<file path="src/rtl/filter_engine.sv">
`default_nettype none
// ============================================================================
// Module  : filter_engine
// Purpose : Reads a grayscale frame, applies copy/invert/3x3 Gaussian/threshold
//           and writes one pixel per write into the display frame RAM.
// Rev     : 1.0  initial release
// ============================================================================
module filter_engine #(
  parameter int          WIDTH  = 100,
  parameter int          HEIGHT = 100,
  parameter int          AW     = 14,
  parameter logic [7:0]  THRESH = 8'd128
) (
  input  logic          clk,
  input  logic          rst,
  input  logic          start,
  input  logic [1:0]    mode,
  output logic [AW-1:0] src_addr,
  input  logic [7:0]    src_q,
  output logic [AW-1:0] dst_addr,
  output logic [31:0]   dst_data,
  output logic          dst_wren,
  output logic          busy,
  output logic          done
);

  localparam int XW = (WIDTH  > 1) ? $clog2(WIDTH)  : 1;
  localparam int YW = (HEIGHT > 1) ? $clog2(HEIGHT) : 1;

  localparam logic [2:0] S_IDLE  = 3'd0;
  localparam logic [2:0] S_READ  = 3'd1;
  localparam logic [2:0] S_WAIT  = 3'd2;
  localparam logic [2:0] S_WRITE = 3'd3;
  localparam logic [2:0] S_DONE  = 3'd4;

  localparam logic [AW-1:0] ROW_STEP = AW'(WIDTH);
  localparam logic [AW-1:0] ONE_A    = AW'(1);
  localparam logic [XW-1:0] X_LAST   = XW'(WIDTH - 1);
  localparam logic [XW-1:0] X_INMAX  = XW'(WIDTH - 2);
  localparam logic [YW-1:0] Y_LAST   = YW'(HEIGHT - 1);
  localparam logic [YW-1:0] Y_INMAX  = YW'(HEIGHT - 2);

  logic [2:0]    state_q, state_d;
  logic [1:0]    mode_q, mode_d;
  logic [XW-1:0] x_q, x_d;
  logic [YW-1:0] y_q, y_d;
  logic [AW-1:0] row_q, row_d;
  logic [11:0]   acc_q, acc_d;
  logic [3:0]    tap_q, tap_d;
  logic [7:0]    pix_q, pix_d;
  logic [AW-1:0] src_addr_q, src_addr_d;
  logic [AW-1:0] dst_addr_q, dst_addr_d;
  logic [7:0]    dst_data_q, dst_data_d;

  logic          interior;
  logic [3:0]    first_tap, last_tap;
  logic          cap_en;
  logic [3:0]    cap_idx;
  logic [11:0]   weighted;
  logic [7:0]    result;

  function automatic logic is_interior(input logic [1:0] m, input logic [XW-1:0] xx,
                                       input logic [YW-1:0] yy);
    return (m == 2'd2) && (xx >= XW'(1)) && (xx <= X_INMAX) &&
           (yy >= YW'(1)) && (yy <= Y_INMAX);
  endfunction

  // Tap t walks the 3x3 window row-major; tap 4 is the centre pixel.
  function automatic logic [AW-1:0] tap_addr(input logic [AW-1:0] c, input logic [3:0] t);
    case (t)
      4'd0:    return c - ROW_STEP - ONE_A;
      4'd1:    return c - ROW_STEP;
      4'd2:    return c - ROW_STEP + ONE_A;
      4'd3:    return c - ONE_A;
      4'd5:    return c + ONE_A;
      4'd6:    return c + ROW_STEP - ONE_A;
      4'd7:    return c + ROW_STEP;
      4'd8:    return c + ROW_STEP + ONE_A;
      default: return c;
    endcase
  endfunction

  assign interior  = is_interior(mode_q, x_q, y_q);
  assign first_tap = interior ? 4'd0 : 4'd4;
  assign last_tap  = interior ? 4'd8 : 4'd4;

  always_ff @(posedge clk or posedge rst) begin
    if (rst) begin
      state_q    <= S_IDLE;
      mode_q     <= 2'd0;
      x_q        <= '0;
      y_q        <= '0;
      row_q      <= '0;
      acc_q      <= '0;
      tap_q      <= '0;
      pix_q      <= '0;
      src_addr_q <= '0;
      dst_addr_q <= '0;
      dst_data_q <= '0;
    end else begin
      state_q    <= state_d;
      mode_q     <= mode_d;
      x_q        <= x_d;
      y_q        <= y_d;
      row_q      <= row_d;
      acc_q      <= acc_d;
      tap_q      <= tap_d;
      pix_q      <= pix_d;
      src_addr_q <= src_addr_d;
      dst_addr_q <= dst_addr_d;
      dst_data_q <= dst_data_d;
    end
  end

  always_comb begin
    state_d = state_q;
    case (state_q)
      S_IDLE:  if (start) state_d = S_READ;
      S_READ:  if (tap_q == last_tap) state_d = S_WAIT;
      S_WAIT:  state_d = S_WRITE;
      S_WRITE: state_d = (x_q == X_LAST && y_q == Y_LAST) ? S_DONE : S_READ;
      S_DONE:  state_d = S_IDLE;
      default: state_d = S_IDLE;
    endcase
  end

  always_comb begin
    case (cap_idx)
      4'd4:                      weighted = {2'b0, src_q, 2'b0};
      4'd1, 4'd3, 4'd5, 4'd7:    weighted = {3'b0, src_q, 1'b0};
      default:                   weighted = {4'b0, src_q};
    endcase
  end

  always_comb begin
    mode_d     = mode_q;
    x_d        = x_q;
    y_d        = y_q;
    row_d      = row_q;
    acc_d      = acc_q;
    tap_d      = tap_q;
    pix_d      = pix_q;
    src_addr_d = src_addr_q;
    dst_addr_d = dst_addr_q;
    dst_data_d = dst_data_q;
    cap_en     = 1'b0;
    cap_idx    = tap_q;
    result     = pix_q;

    case (state_q)
      S_IDLE: begin
        if (start) begin
          mode_d = mode;
          x_d    = '0;
          y_d    = '0;
          row_d  = '0;
          acc_d  = '0;
        end
      end
      S_READ: begin
        // src_q lags the address by one cycle, so capture the previous tap.
        if (tap_q != first_tap) begin
          cap_en  = 1'b1;
          cap_idx = tap_q - 4'd1;
        end
        if (tap_q != last_tap) tap_d = tap_q + 4'd1;
      end
      S_WAIT: begin
        cap_en     = 1'b1;
        cap_idx    = tap_q;
        dst_addr_d = row_q + AW'(x_q);
      end
      S_WRITE: begin
        acc_d = '0;
        if (x_q == X_LAST) begin
          x_d   = '0;
          y_d   = y_q + YW'(1);
          row_d = row_q + ROW_STEP;
        end else begin
          x_d = x_q + XW'(1);
        end
      end
      default: ;
    endcase

    if (cap_en) begin
      acc_d = acc_q + weighted;
      if (cap_idx == 4'd4) pix_d = src_q;
    end

    case (mode_q)
      2'd1:    result = 8'hFF - pix_d;
      2'd2:    result = interior ? acc_d[11:4] : pix_d;
      2'd3:    result = (pix_d >= THRESH) ? 8'hFF : 8'h00;
      default: result = pix_d;
    endcase
    if (state_q == S_WAIT) dst_data_d = result;

    // Entering READ: pick the first tap from the pixel about to be processed.
    if (state_d == S_READ && state_q != S_READ)
      tap_d = is_interior(mode_d, x_d, y_d) ? 4'd0 : 4'd4;
    if (state_d == S_READ)
      src_addr_d = tap_addr(row_d + AW'(x_d), tap_d);
  end

  always_comb begin
    dst_wren = (state_q == S_WRITE);
    busy     = (state_q == S_READ) || (state_q == S_WAIT) || (state_q == S_WRITE);
    done     = (state_q == S_DONE);
  end

  assign src_addr = src_addr_q;
  assign dst_addr = dst_addr_q;
  assign dst_data = {24'b0, dst_data_q};

endmodule
`default_nettype wire

</file>
<file path="config.mk">
export PLATFORM = sky130hd
export DESIGN_NAME = filter_engine
export DESIGN_NICKNAME = d
export VERILOG_FILES = /design/src/rtl/filter_engine.sv
export SDC_FILE = /design/constraint.sdc
export NUM_CORES = 1
export LEC_CHECK = 0
export BUFFER_PORTS_ARGS = -buffer_cell sky130_fd_sc_hd__buf_2
export CAP_MARGIN = 20
export CELL_PAD_IN_SITES_DETAIL_PLACEMENT = 1
export CELL_PAD_IN_SITES_GLOBAL_PLACEMENT = 2
export CORE_MARGIN = 2
export CORE_UTILIZATION = 38
export CTS_BUF_LIST = sky130_fd_sc_hd__clkbuf_4
export CTS_CLUSTER_SIZE = 16
export DETAILED_ROUTE_END_ITERATION = 6
export GPL_ROUTABILITY_DRIVEN = 1
export HOLD_SLACK_MARGIN = 0.12
export PLACE_DENSITY = 0.87
export SETUP_SLACK_MARGIN = 0.2
export SLEW_MARGIN = 20
export SYNTH_ARGS = -nofsm -noshare
export SYNTH_HDL_FRONTEND = slang
export SYNTH_SLANG_ARGS = --single-unit
</file>
<file path="constraint.sdc">
create_clock -name clk -period 6.4 [get_ports clk]
set_input_delay 0.32 -clock clk [delete_from_list [all_inputs] [get_ports clk]]
set_output_delay 0.32 -clock clk [all_outputs]
set_load 0.03 [all_outputs]
</file>
==> results of run 1 <==
layout make-up:
type	instances	area, um2
antenna	1	2.50
clock buffer	10	75.1
clock inverter	6	80.1
fill	2893	13600
inverter	41	159
multi-input combinational	920	6350
sequential	93	2330
tap	319	399
timing repair buffer	95	593
power by group through the flow:
| stage | combinational [mW] | clock [mW] | sequential [mW] |
|---|---|---|---|
| after CTS | 4.53 | 0.398 | 0.912 |
| after detailed placement | 4.51 | 0 | 0.925 |
| after global placement | 4.43 | 0 | 0.917 |
| after global routing | 5.03 | 0.418 | 0.938 |
| final | 4.59 | 0.377 | 0.911 |
| after floorplan | 3.31 | 0 | 1.05 |
cells by family after synthesis:
logic type | count (synthesis)
AND/OR/NAND/NOR | 398
AO/OA/AOI/OAI | 355
buffers and inverters | 132
flip-flops | 93
XOR/XNOR | 78
adder cells (fa/ha/maj) | 41
multiplexers | 24
other | 1
through the flow:
step	instance area [um2]	utilization	hold WS, ns
floorplan	9270	-	0.425
global placement	9730	0.412	0.423
detailed placement	9730	0.412	0.427
CTS	9920	0.420	0.140
global route	9990	0.423	0.161
finish	9990	0.423	0.161
cells in the final DEF, fill, tap and decap left out, types with 6 or more instances in the layout:
cell       count
or4_1         10
nor3_1        31
inv_1         38
nor4_1        10
mux2i_1       12
nor2_1        54
a221oi_1      13
ha_1          38
mux2_2        11
nand2_1      125
and2_1        11
and3_1         9
o2111ai_1      6
nand3_1       55
or3_1          6
nor2b_1        6
o21bai_1       8
xnor2_1       54
a31oi_1       15
clkbuf_4      10
dfrtp_1       93
a21o_1        19
o211ai_1      17
conb_1        24
nand2b_1       9
xor2_1        22
a22oi_1       11
a21oi_1       52
o21a_1         7
a211oi_1      20
and4_1         7
o31ai_1        8
nand4_1       14
buf_4         41
o21ai_0       75
buf_2         51
o22ai_1       16
registers in the layout (all words and copies together) (netlist names), 7 cells and up:
| name | flops |
|---|---|
| dst_addr | 14 |
| row_q | 14 |
| src_addr | 14 |
| acc_q | 12 |
| dst_data_q | 8 |
| pix_q | 8 |
| x_q | 7 |
| y_q | 7 |
cells in the mapped netlist (5+ instances only):
| master | count |
|---|---|
| o2111ai_1 | 6 |
| a21oi_1 | 52 |
| o21a_1 | 7 |
| xor2_1 | 22 |
| o31ai_1 | 8 |
| a31oi_1 | 15 |
| o22ai_1 | 16 |
| a211oi_1 | 21 |
| nor2b_1 | 6 |
| o21ai_0 | 75 |
| a21o_1 | 19 |
| inv_1 | 39 |
| or4_1 | 10 |
| clkbuf_1 | 44 |
| nor2_1 | 58 |
| mux2i_1 | 12 |
| ha_1 | 38 |
| a22o_1 | 5 |
| buf_4 | 24 |
| mux2_2 | 11 |
| dfrtp_1 | 93 |
| nand4b_1 | 5 |
| xnor2_1 | 55 |
| or3_1 | 6 |
| nand3_1 | 55 |
| o221ai_1 | 5 |
| and2_1 | 11 |
| nand2b_1 | 10 |
| nand4_1 | 14 |
| and3_1 | 9 |
| nand2_1 | 125 |
| o21bai_1 | 8 |
| nor3_1 | 32 |
| and4_1 | 7 |
| buf_2 | 15 |
| a221oi_1 | 14 |
| a22oi_1 | 11 |
| o211ai_1 | 17 |
| buf_6 | 5 |
| nor4_1 | 13 |
timing repair:
action | 4_1_cts | 5_1_grt
hold buffers | 3 | 0
resized for setup | 0 | 13
setup endpoints to repair | 0 | 10
endpoints found under the hold margin | 43 | 0
worst min-delay path: stages:
cell,delay (ns)
buf_2,0.13
mux2i_1,0.11
inv_1,0.08
worst paths after layout:
check                         startpoint       endpoint  slack [ns]
max                               x_q[1]   src_addr[12]        0.55
min                             src_q[6]       pix_q[6]        0.16
max reg2reg                       x_q[1]   src_addr[12]        0.55
min reg2reg                dst_data_q[4]  dst_data_q[4]        0.49
max in group asynchronous            rst       tap_q[2]        4.86
min in group asynchronous            rst       pix_q[5]        0.41
routing by layer:
| metal | wire length [um] | vias to the layer above | part of all wire | global-route usage |
|---|---|---|---|---|
| li1 | - | 4253 | - | - |
| met1 | 13400 | 4501 | 0.44 | 0.302 |
| met2 | 14700 | 229 | 0.49 | 0.412 |
| met3 | 1130 | 60 | 0.037 | 0.0287 |
| met4 | 999 | 0 | 0.033 | 0.0860 |
| met5 | 0 | - | 0 | 0 |
==> results.ini, run 1 <==
[outcome]
status=complete, but fails checks
violations=design-rule violations

[critical_path]
critPathRequiredTime_ns=6.79
critPathTopFamily=compound AO/OA/AOI/OAI gates
crit_fanout=10
crit_buf_inv=3
timing.critical_path.slowest_cell_delay_ns=0.54
critPathKind=reg -> reg
crit_path_start_kind=register
endpoint_kind=register
arrival_ns=6.24
cpMaxStageDelayCell=a311oi_1
cp_cell_sequence=ha_1, nand2b_2, o21ai_1, buf_4, o211ai_1, ha_1, inv_1, a311o_1, or3_1, a311oi_1, buf_4, nand3_1, o2111a_1, a211oi_4, o211a_4, nand3_2, or4_1, a31o_1, o21a_1
worstSetupPathDepth=19
rr_worst_depth=19

[floorplanning]
die_w_um=159
start_util=0.389
io_pins=76
die_area_um2=25400
core_area_um2=23600
die_h_um=159
row_count=56

[place]
place.gp.congestion=0.929
dp.cells=1465
dp.final_hpwl_um=23400
place_ws_ns=0.428
portBuffers=51

[sta]
setup_violations=0
slew_viol_final=0
fin_ws_ns=0.554
hold_viol=0
post-route-period-util=0.913
fin_skew_ns=0.0326
clock.fmax_mhz=171
worst_pin_slew_ns=1.01
layout_min_cycle_time_ns=5.85
rsz0062_at_grt=false
fin_setup_tns_ns=0
maxSlewHeadroom=0.325

[layout]
area_delta_synth_final_pct=8.81
drive_gt1_frac=0.151
layout.nets=1214
final_cells=1485

[route]
drt_wl_total_um=30200
wl_per_cell_um=20.3
viasPerCell=6.09
drc=6
drtPass1Iterations=7
final_antenna_net_count=0
vias=9043
drtIter0Drc=728

[grt]
grt_pass1_vias=9281
overflow=0
antenna_found_initial=1
grt_use_total=0.237
grt_pass1_wl_um=49500
grt_start_max_net_pins=53

[logic_synthesis]
synth_cell_types=107
synth_area_um2=9180
yosys.area_share.simple=0.231
synth_compound_area_frac=0.280
netlist_instances=1122
synth_area_leader_cell=dfrtp_1
synth_mux_area_frac=0.0290
avgSynthCellArea_um2=8.18
synth_top_family_by_area=compound AO/OA/AOI/OAI gates
yosysWarnings=0
synthAdderAreaFrac=0.0583
yosys-top-cells-area=dfrtp_1 25%, xnor2_1 5.2%, ha_1 5.2%
synth_top_flop_cell=dfrtp_1
ys_seq_elements=93
yosysTopAreaCellShare=0.254
ys_seq_area_frac=0.254
synthXorXnorAreaFrac=0.0752
synth-edff-count=0
async_reset_ff_frac=1.00

[pwr]
clkPwrFrac=0.064
intPower_mw=2.56
power_frac_seq=0.155
ir_drop_uv=346
p_comb_frac=0.781
power.density_nw_per_um2=589
p_sw_mw=3.32
p_leak_nw=4.18
swShare=0.565
fin_total_pwr_mw=5.88

[clock_tree]
clock_latency_ns=0.50
cts_tree=done
cts_inserted_buffers=9
clockBufferDepth=2
path_clk_slew_ns=0.18
root_buffer=clkbuf_4
cts_sinks=93
h-tree-depth=3
cts_setup_buffers=0

[min_path]
whs_path_depth=3
min_path_type=in -> reg

[job]
cap_violations=0

Power figures use the tool's default switching activity.
==> run 2, diff against run 1 <==
--- a/config.mk
+++ b/config.mk
@@ -5,18 +5,19 @@
 export SDC_FILE = /design/constraint.sdc
 export NUM_CORES = 1
 export LEC_CHECK = 0
+export ABC_AREA = 1
 export BUFFER_PORTS_ARGS = -buffer_cell sky130_fd_sc_hd__buf_2
 export CAP_MARGIN = 20
 export CELL_PAD_IN_SITES_DETAIL_PLACEMENT = 1
 export CELL_PAD_IN_SITES_GLOBAL_PLACEMENT = 2
 export CORE_MARGIN = 2
-export CORE_UTILIZATION = 38
+export CORE_UTILIZATION = 35
 export CTS_BUF_LIST = sky130_fd_sc_hd__clkbuf_4
 export CTS_CLUSTER_SIZE = 16
 export DETAILED_ROUTE_END_ITERATION = 6
 export GPL_ROUTABILITY_DRIVEN = 1
 export HOLD_SLACK_MARGIN = 0.12
-export PLACE_DENSITY = 0.87
+export PLACE_DENSITY = 0.88
 export SETUP_SLACK_MARGIN = 0.2
 export SLEW_MARGIN = 20
 export SYNTH_ARGS = -nofsm -noshare
==> results.ini, run 2 <==
[logic_synthesis]
synth_area_leader_cell=dfrtp_1
netlist_instances=1382  ; +23%
avgSynthCellArea_um2=6.55  ; -20%
synth_top_flop_cell=dfrtp_1
yosysTopAreaCellShare=0.257  ; +0.00368
yosysWarnings=0  ; unchanged
synth_cell_types=53  ; -50%
async_reset_ff_frac=1.00  ; unchanged
synth-edff-count=0  ; unchanged
synth_area_um2=9050  ; -1.4%
synth.top_cells.by_count=391 x nand2_1, 174 x inv_1, 142 x nand3_1, 115 x nor2_1, 93 x dfrtp_1
ys_seq_elements=93  ; unchanged
ys_seq_area_frac=0.257  ; +0.00368
yosys-top-cells-area=dfrtp_1 26%, nand2_1 16%, nand3_1 7.9%
synth_most_common_cell=nand2_1

[route]
final_antenna_net_count=0  ; unchanged
routed-wl-met2_um=13900  ; -4.9%
routed.top_layer=met4
wl_per_cell_um=16.3  ; -20%
vias=9076  ; +0.36%
drtIter0Drc=488  ; -33%
met3_length_um=653  ; -42%
drc=0  ; -6
viasPerCell=5.16  ; -15%
drtPass1Iterations=4  ; -3
drt-met1-wl_um=13700  ; +2.0%
drt_wl_total_um=28800  ; -4.8%

[sta]
hold-worst-slack_ns=0.209  ; +0.0482 ns
clock.fmax_mhz=190  ; +11%
post-route-period-util=0.820  ; -0.0930
fin_ws_ns=1.15  ; +0.595 ns
rsz0062_at_grt=false
setup_violations=0  ; unchanged
worst_pin_slew_ns=0.989  ; -0.0194 ns
fin_setup_tns_ns=0  ; unchanged
fin_skew_ns=0.0455  ; +0.0129 ns
layout_min_cycle_time_ns=5.25  ; -0.595 ns
maxSlewHeadroom=0.338  ; +0.0135
slew_viol_final=0  ; unchanged
hold_viol=0  ; unchanged

[layout]
final_cells=1759  ; +18%
drive_gt1_frac=0.130  ; -0.0208
layout_common_cells=391 x nand2_1, 173 x inv_1, 142 x nand3_1
area_delta_synth_final_pct=6.46
postLayoutCellArea_um2=9630  ; -3.6%
utilization=0.381  ; -0.0416
final_common_cell=nand2_1
layout.nets=1477  ; +22%

[clock_tree]
clockBufferDepth=2  ; unchanged
cts_inserted_buffers=9  ; unchanged
clock_latency_ns=0.52  ; +0.02 ns
root_buffer=clkbuf_4
cts_tree=done
h-tree-depth=3  ; unchanged
cts_setup_buffers=0  ; unchanged
path_clk_slew_ns=0.16  ; -0.02 ns
cts_sinks=93  ; unchanged

[floorplanning]
die_area_um2=27200  ; +6.8%
row_count=58  ; +3.6%
core_area_um2=25300  ; +7.0%
io_pins=76  ; unchanged
die_w_um=165  ; +3.4%
die_h_um=165  ; +3.4%
start_util=0.358  ; -0.0305

[critical_path]
endpoint_kind=register
cp_common_cell=nand2_1
cpMaxStageDelayCell=dfrtp_1
rr_worst_depth=36  ; +17
critPathKind=reg -> reg
timing.critical_path.slowest_cell_delay_ns=0.51  ; -0.03 ns
crit_fanout=11  ; +1
crit_path_start_kind=register
critPathRequiredTime_ns=6.79  ; about the same
arrival_ns=5.64  ; -0.60 ns

[grt]
grt_start_max_net_pins=60  ; +13%
antenna_found_initial=1  ; unchanged
grt_pass1_wl_um=48300  ; -2.4%
grt_use_total=0.222  ; -0.0145
overflow=0  ; unchanged
grt_pass1_vias=9444  ; +1.8%

[min_path]
min_path_type=in -> reg
whs_path_depth=3  ; unchanged

[place]
dp.final_hpwl_um=22600  ; -3.4%
place.gp.congestion=0.831  ; -10%
portBuffers=51  ; unchanged
place_ws_ns=1.02  ; +0.594 ns
dp.cells=1739  ; +19%
place_area_um2=9480  ; -2.6%

[job]
cap_violations=0  ; unchanged

[pwr]
power.density_nw_per_um2=105  ; -82%
p_leak_nw=5.08  ; +22%
ir_drop_uv=59.2  ; -83%
fin_total_pwr_mw=1.01  ; -83%

[outcome]
status=completed

## run 2: changes by cell type after synthesis, moves of 19 or more
cell | previous run | this run
nand2_1 | 125 | 391
inv_1 | 39 | 174
nand3_1 | 55 | 142
nor2_1 | 58 | 115
xnor2_1 | 55 | 5
clkbuf_1 | 44 | 11
a21oi_1 | 52 | 25
nand4_1 | 14 | 40
nand2_2 | 1 | 23
nor3_1 | 32 | 11
a211oi_1 | 21 | 2
a21o_1 | 19 | 0
## run 2: cells by family (layout without fill, tap and decap cells)
logic type,count (synthesis),count (layout),share of synthesized area
xor gates and xnor gates,35,35,0.0368
AOI/OAI and AO/OA,170,170,0.113
other,1,25,0.000414
adders and majority gates,41,41,0.0592
DFF,93,93,0.257
and+or+nand+nor,785,785,0.405
buffers and inverters,257,280,0.129
## run 2: worst max-delay path, delay by kind of cell, from the launching register on
family	cells	cell delay (ns)
buffers and inverters	4	0.28
XOR/XNOR	1	0.17
AO/OA/AOI/OAI	9	1.33
adder cells (fa/ha/maj)	3	0.74
flip-flops	1	0.51
AND/OR/NAND/NOR	19	2.17
## run 2: routing by layer
layer	vias to the layer above	GRT usage
met5	-	0
met4	0	0.0490
met3	29	0.0254
met2	115	0.397
met1	4418	0.288
li1	4514	-
## run 2: final timing paths
path                                    start  slack (ns)             to
worst max-delay path                   x_q[0]        1.15  dst_data_q[6]
worst min-delay path                 src_q[5]        0.21       pix_q[5]
worst max register to register         x_q[0]        1.15  dst_data_q[6]
worst min register to register  dst_data_q[5]        0.50  dst_data_q[5]
max in group asynchronous                 rst        4.81      row_q[10]
min in group asynchronous                 rst        0.36    src_addr[6]
## run 2: layout make-up
class	instances	area (um2)
Fill cell	3359	15600
Multi-Input combinational cell	1055	5650
Sequential cell	93	2330
Inverter	199	756
Tap cell	330	413
Timing Repair Buffer	65	368
Clock buffer	9	67.6
Clock inverter	7	50.0
Antenna cell	1	2.50
## run 2: what timing repair did
action	4_1_cts	5_1_grt
endpoints found under the setup margin	0	2
hold endpoints to repair	36	0
gates resized for setup	0	1
hold buffers	3	0
## run 2: power by group
part	switching, mW	leakage, nW	total [mW]	internal [mW]
clock	0.257	0.0673	0.339	0.0825
sequential	0.00204	1.14	0.596	0.593
combinational	0.0581	3.87	0.0736	0.0155
==> run 3, diff against run 2 <==
==> constraint.sdc (replaced) <==
create_clock -name clk -period 5.3 [get_ports clk]
set_input_delay 0.265 -clock clk [delete_from_list [all_inputs] [get_ports clk]]
set_output_delay 0.265 -clock clk [all_outputs]
set_load 0.03 [all_outputs]
==> results.ini, run 3 (synthesized netlist as in run 2, its figures left out) <==
[place]
place_area_um2=9590  ; +1.2%
dp.final_hpwl_um=23100  ; +2.4%
place.gp.congestion=0.892  ; +7.3%
portBuffers=51  ; unchanged

[grt]
grt_pass1_wl_um=47800  ; -0.97%
grt_start_max_net_pins=61  ; +1.7%
grt_use_total=0.222  ; -0.000973
overflow=0  ; unchanged
grt_pass1_vias=9291  ; -1.6%
antenna_found_initial=0  ; -1

[floorplanning]
die_w_um=165  ; unchanged
row_count=58  ; unchanged
io_pins=76  ; unchanged
die_area_um2=27200  ; unchanged
core_area_um2=25300  ; unchanged
die_h_um=165  ; unchanged
start_util=0.358  ; unchanged

[route]
vias=9259  ; +2.0%
wl_per_cell_um=16.5  ; +0.65%
final_antenna_net_count=0  ; unchanged
viasPerCell=5.16  ; about the same
drtIter0Drc=521  ; +6.8%
drt_wl_total_um=29500  ; +2.6%
drtPass1Iterations=7  ; +3
drc=2  ; +2

[critical_path]
crit_fanout=6  ; -5
arrival_ns=5.18  ; -0.46 ns
r2r-end=dst_data_q[4]
crit_buf_inv=5  ; +1
critPathKind=reg -> reg
timing.critical_path.slowest_cell_delay_ns=0.49  ; -0.02 ns
crit_path_start_kind=register
reg2reg_slack_ns=0.56  ; -0.59 ns
cp_common_cell=nand2_1
critPathTopFamily=simple AND/OR/NAND/NOR gates
cpMaxStageDelayCell=dfrtp_2
endpoint_kind=register
r2r_start=x_q[1]
rr_worst_depth=35  ; -2.8%
critPathRequiredTime_ns=5.74  ; -1.05 ns

[sta]
hold_viol=0  ; unchanged
setup_violations=0  ; unchanged
worst_pin_slew_ns=0.843  ; -0.146 ns
clock.fmax_mhz=211  ; +11%
post-route-period-util=0.895  ; +0.0748
fin_skew_ns=0.0338  ; -0.0117 ns
slew_viol_final=0  ; unchanged
layout_min_cycle_time_ns=4.74  ; -0.506 ns
fin_setup_tns_ns=0  ; unchanged
rsz0062_at_grt=true
maxSlewHeadroom=0.436  ; +0.0979

[layout]
num_antenna_cells=0  ; -1
area_delta_synth_final_pct=11.3
final_common_cell=nand2_1
postLayoutCellArea_um2=10100  ; +4.5%
fillers=3352  ; -0.21%
drive_gt1_frac=0.177  ; +0.0468
layout_common_cells=383 x nand2_1, 170 x inv_1, 141 x nand3_1
layout.nets=1512  ; +2.4%

[outcome]
status=complete, but fails checks
violations=design-rule violations

[clock_tree]
root_buffer=clkbuf_4
clock_latency_ns=0.51  ; about the same
cts_inserted_buffers=9  ; unchanged
cts_tree=done
h-tree-depth=3  ; unchanged
cts_sinks=93  ; unchanged
path_clk_slew_ns=0.16  ; about the same
clockBufferDepth=2  ; unchanged

[min_path]
min_path_type=in -> reg
whs_path_depth=3  ; unchanged
min_to=pix_q[0]
hp-start=src_q[0]

[pwr]
ir_drop_uv=76.4  ; +29%
power.density_nw_per_um2=124  ; +19%
p_leak_nw=5.27  ; +3.8%

[job]
cap_violations=0  ; unchanged

==> run 3: tightest hold or removal path, delay by kind of cell <==
kind / cells / cell delay [ns]
buffers and inverters: 1 / 0.11
AND/OR/NAND/NOR: 1 / 0.07
AO/OA/AOI/OAI: 1 / 0.14
==> run 3: final cells by class <==
cell class | count | area (um2) | area share
clock buffers | 11 | 82.6 | 0.00820
clock inverters | 5 | 58.8 | 0.00584
inverters | 199 | 758 | 0.0753
multi-input cells | 1055 | 5790 | 0.575
flip-flops and latches | 93 | 2330 | 0.231
well taps | 330 | 413 | 0.0410
repair buffers | 100 | 638 | 0.0634
==> run 3: repair_timing <==
action                                  4_1_cts  5_1_grt
hold endpoints to repair                     38        0
setup buffers                                 0       17
endpoints found under the setup margin        0       17
hold buffers                                  6        0
resized for setup                             0       50
==> run 3: report_power, final <==
group	internal, mW	leakage, nW	switching [mW]	total, mW
Combinational	0.0210	4.06	0.0705	0.0915
Sequential	0.716	1.13	0.00242	0.719
Clock	0.157	0.0755	0.286	0.443
==> run 3: how the worst max path moves through the flow <==
stage | startpoint | to | slack [ns] | depth (start not counted)
global placement | x_q[1] | dst_data_q[4] | 0.35 | 33
floorplan | x_q[1] | dst_data_q[6] | 0.89 | 35
detailed placement | x_q[1] | dst_data_q[6] | 0.24 | 35
finish | x_q[1] | dst_data_q[4] | 0.56 | 35
global route | x_q[0] | dst_data_q[6] | 0.12 | 37
CTS | x_q[1] | dst_data_q[6] | 0.21 | 35
==> run 3: metrics by stage <==
stage          utilization  hold WS, ns  instances  setup slack [ns]  power, mW
6_report             0.399        0.154       1793             0.556       1.25
5_1_grt              0.399        0.129       1793             0.120       1.31
4_1_cts              0.388        0.125       1776             0.208       1.27
3_5_place_dp         0.380        0.330       1754             0.238      0.819
3_3_place_gp         0.380        0.321       1754             0.346      0.818
2_1_floorplan            -        0.434       1405             0.893      0.808
==> run 3: per-layer routing <==
layer / part of all wire / up-vias / GRT usage
li1: - / 4570 / -
met1: 0.47 / 4482 / 0.294
met2: 0.48 / 173 / 0.388
met3: 0.033 / 34 / 0.0256
met4: 0.018 / 0 / 0.0451
met5: 0 / - / 0
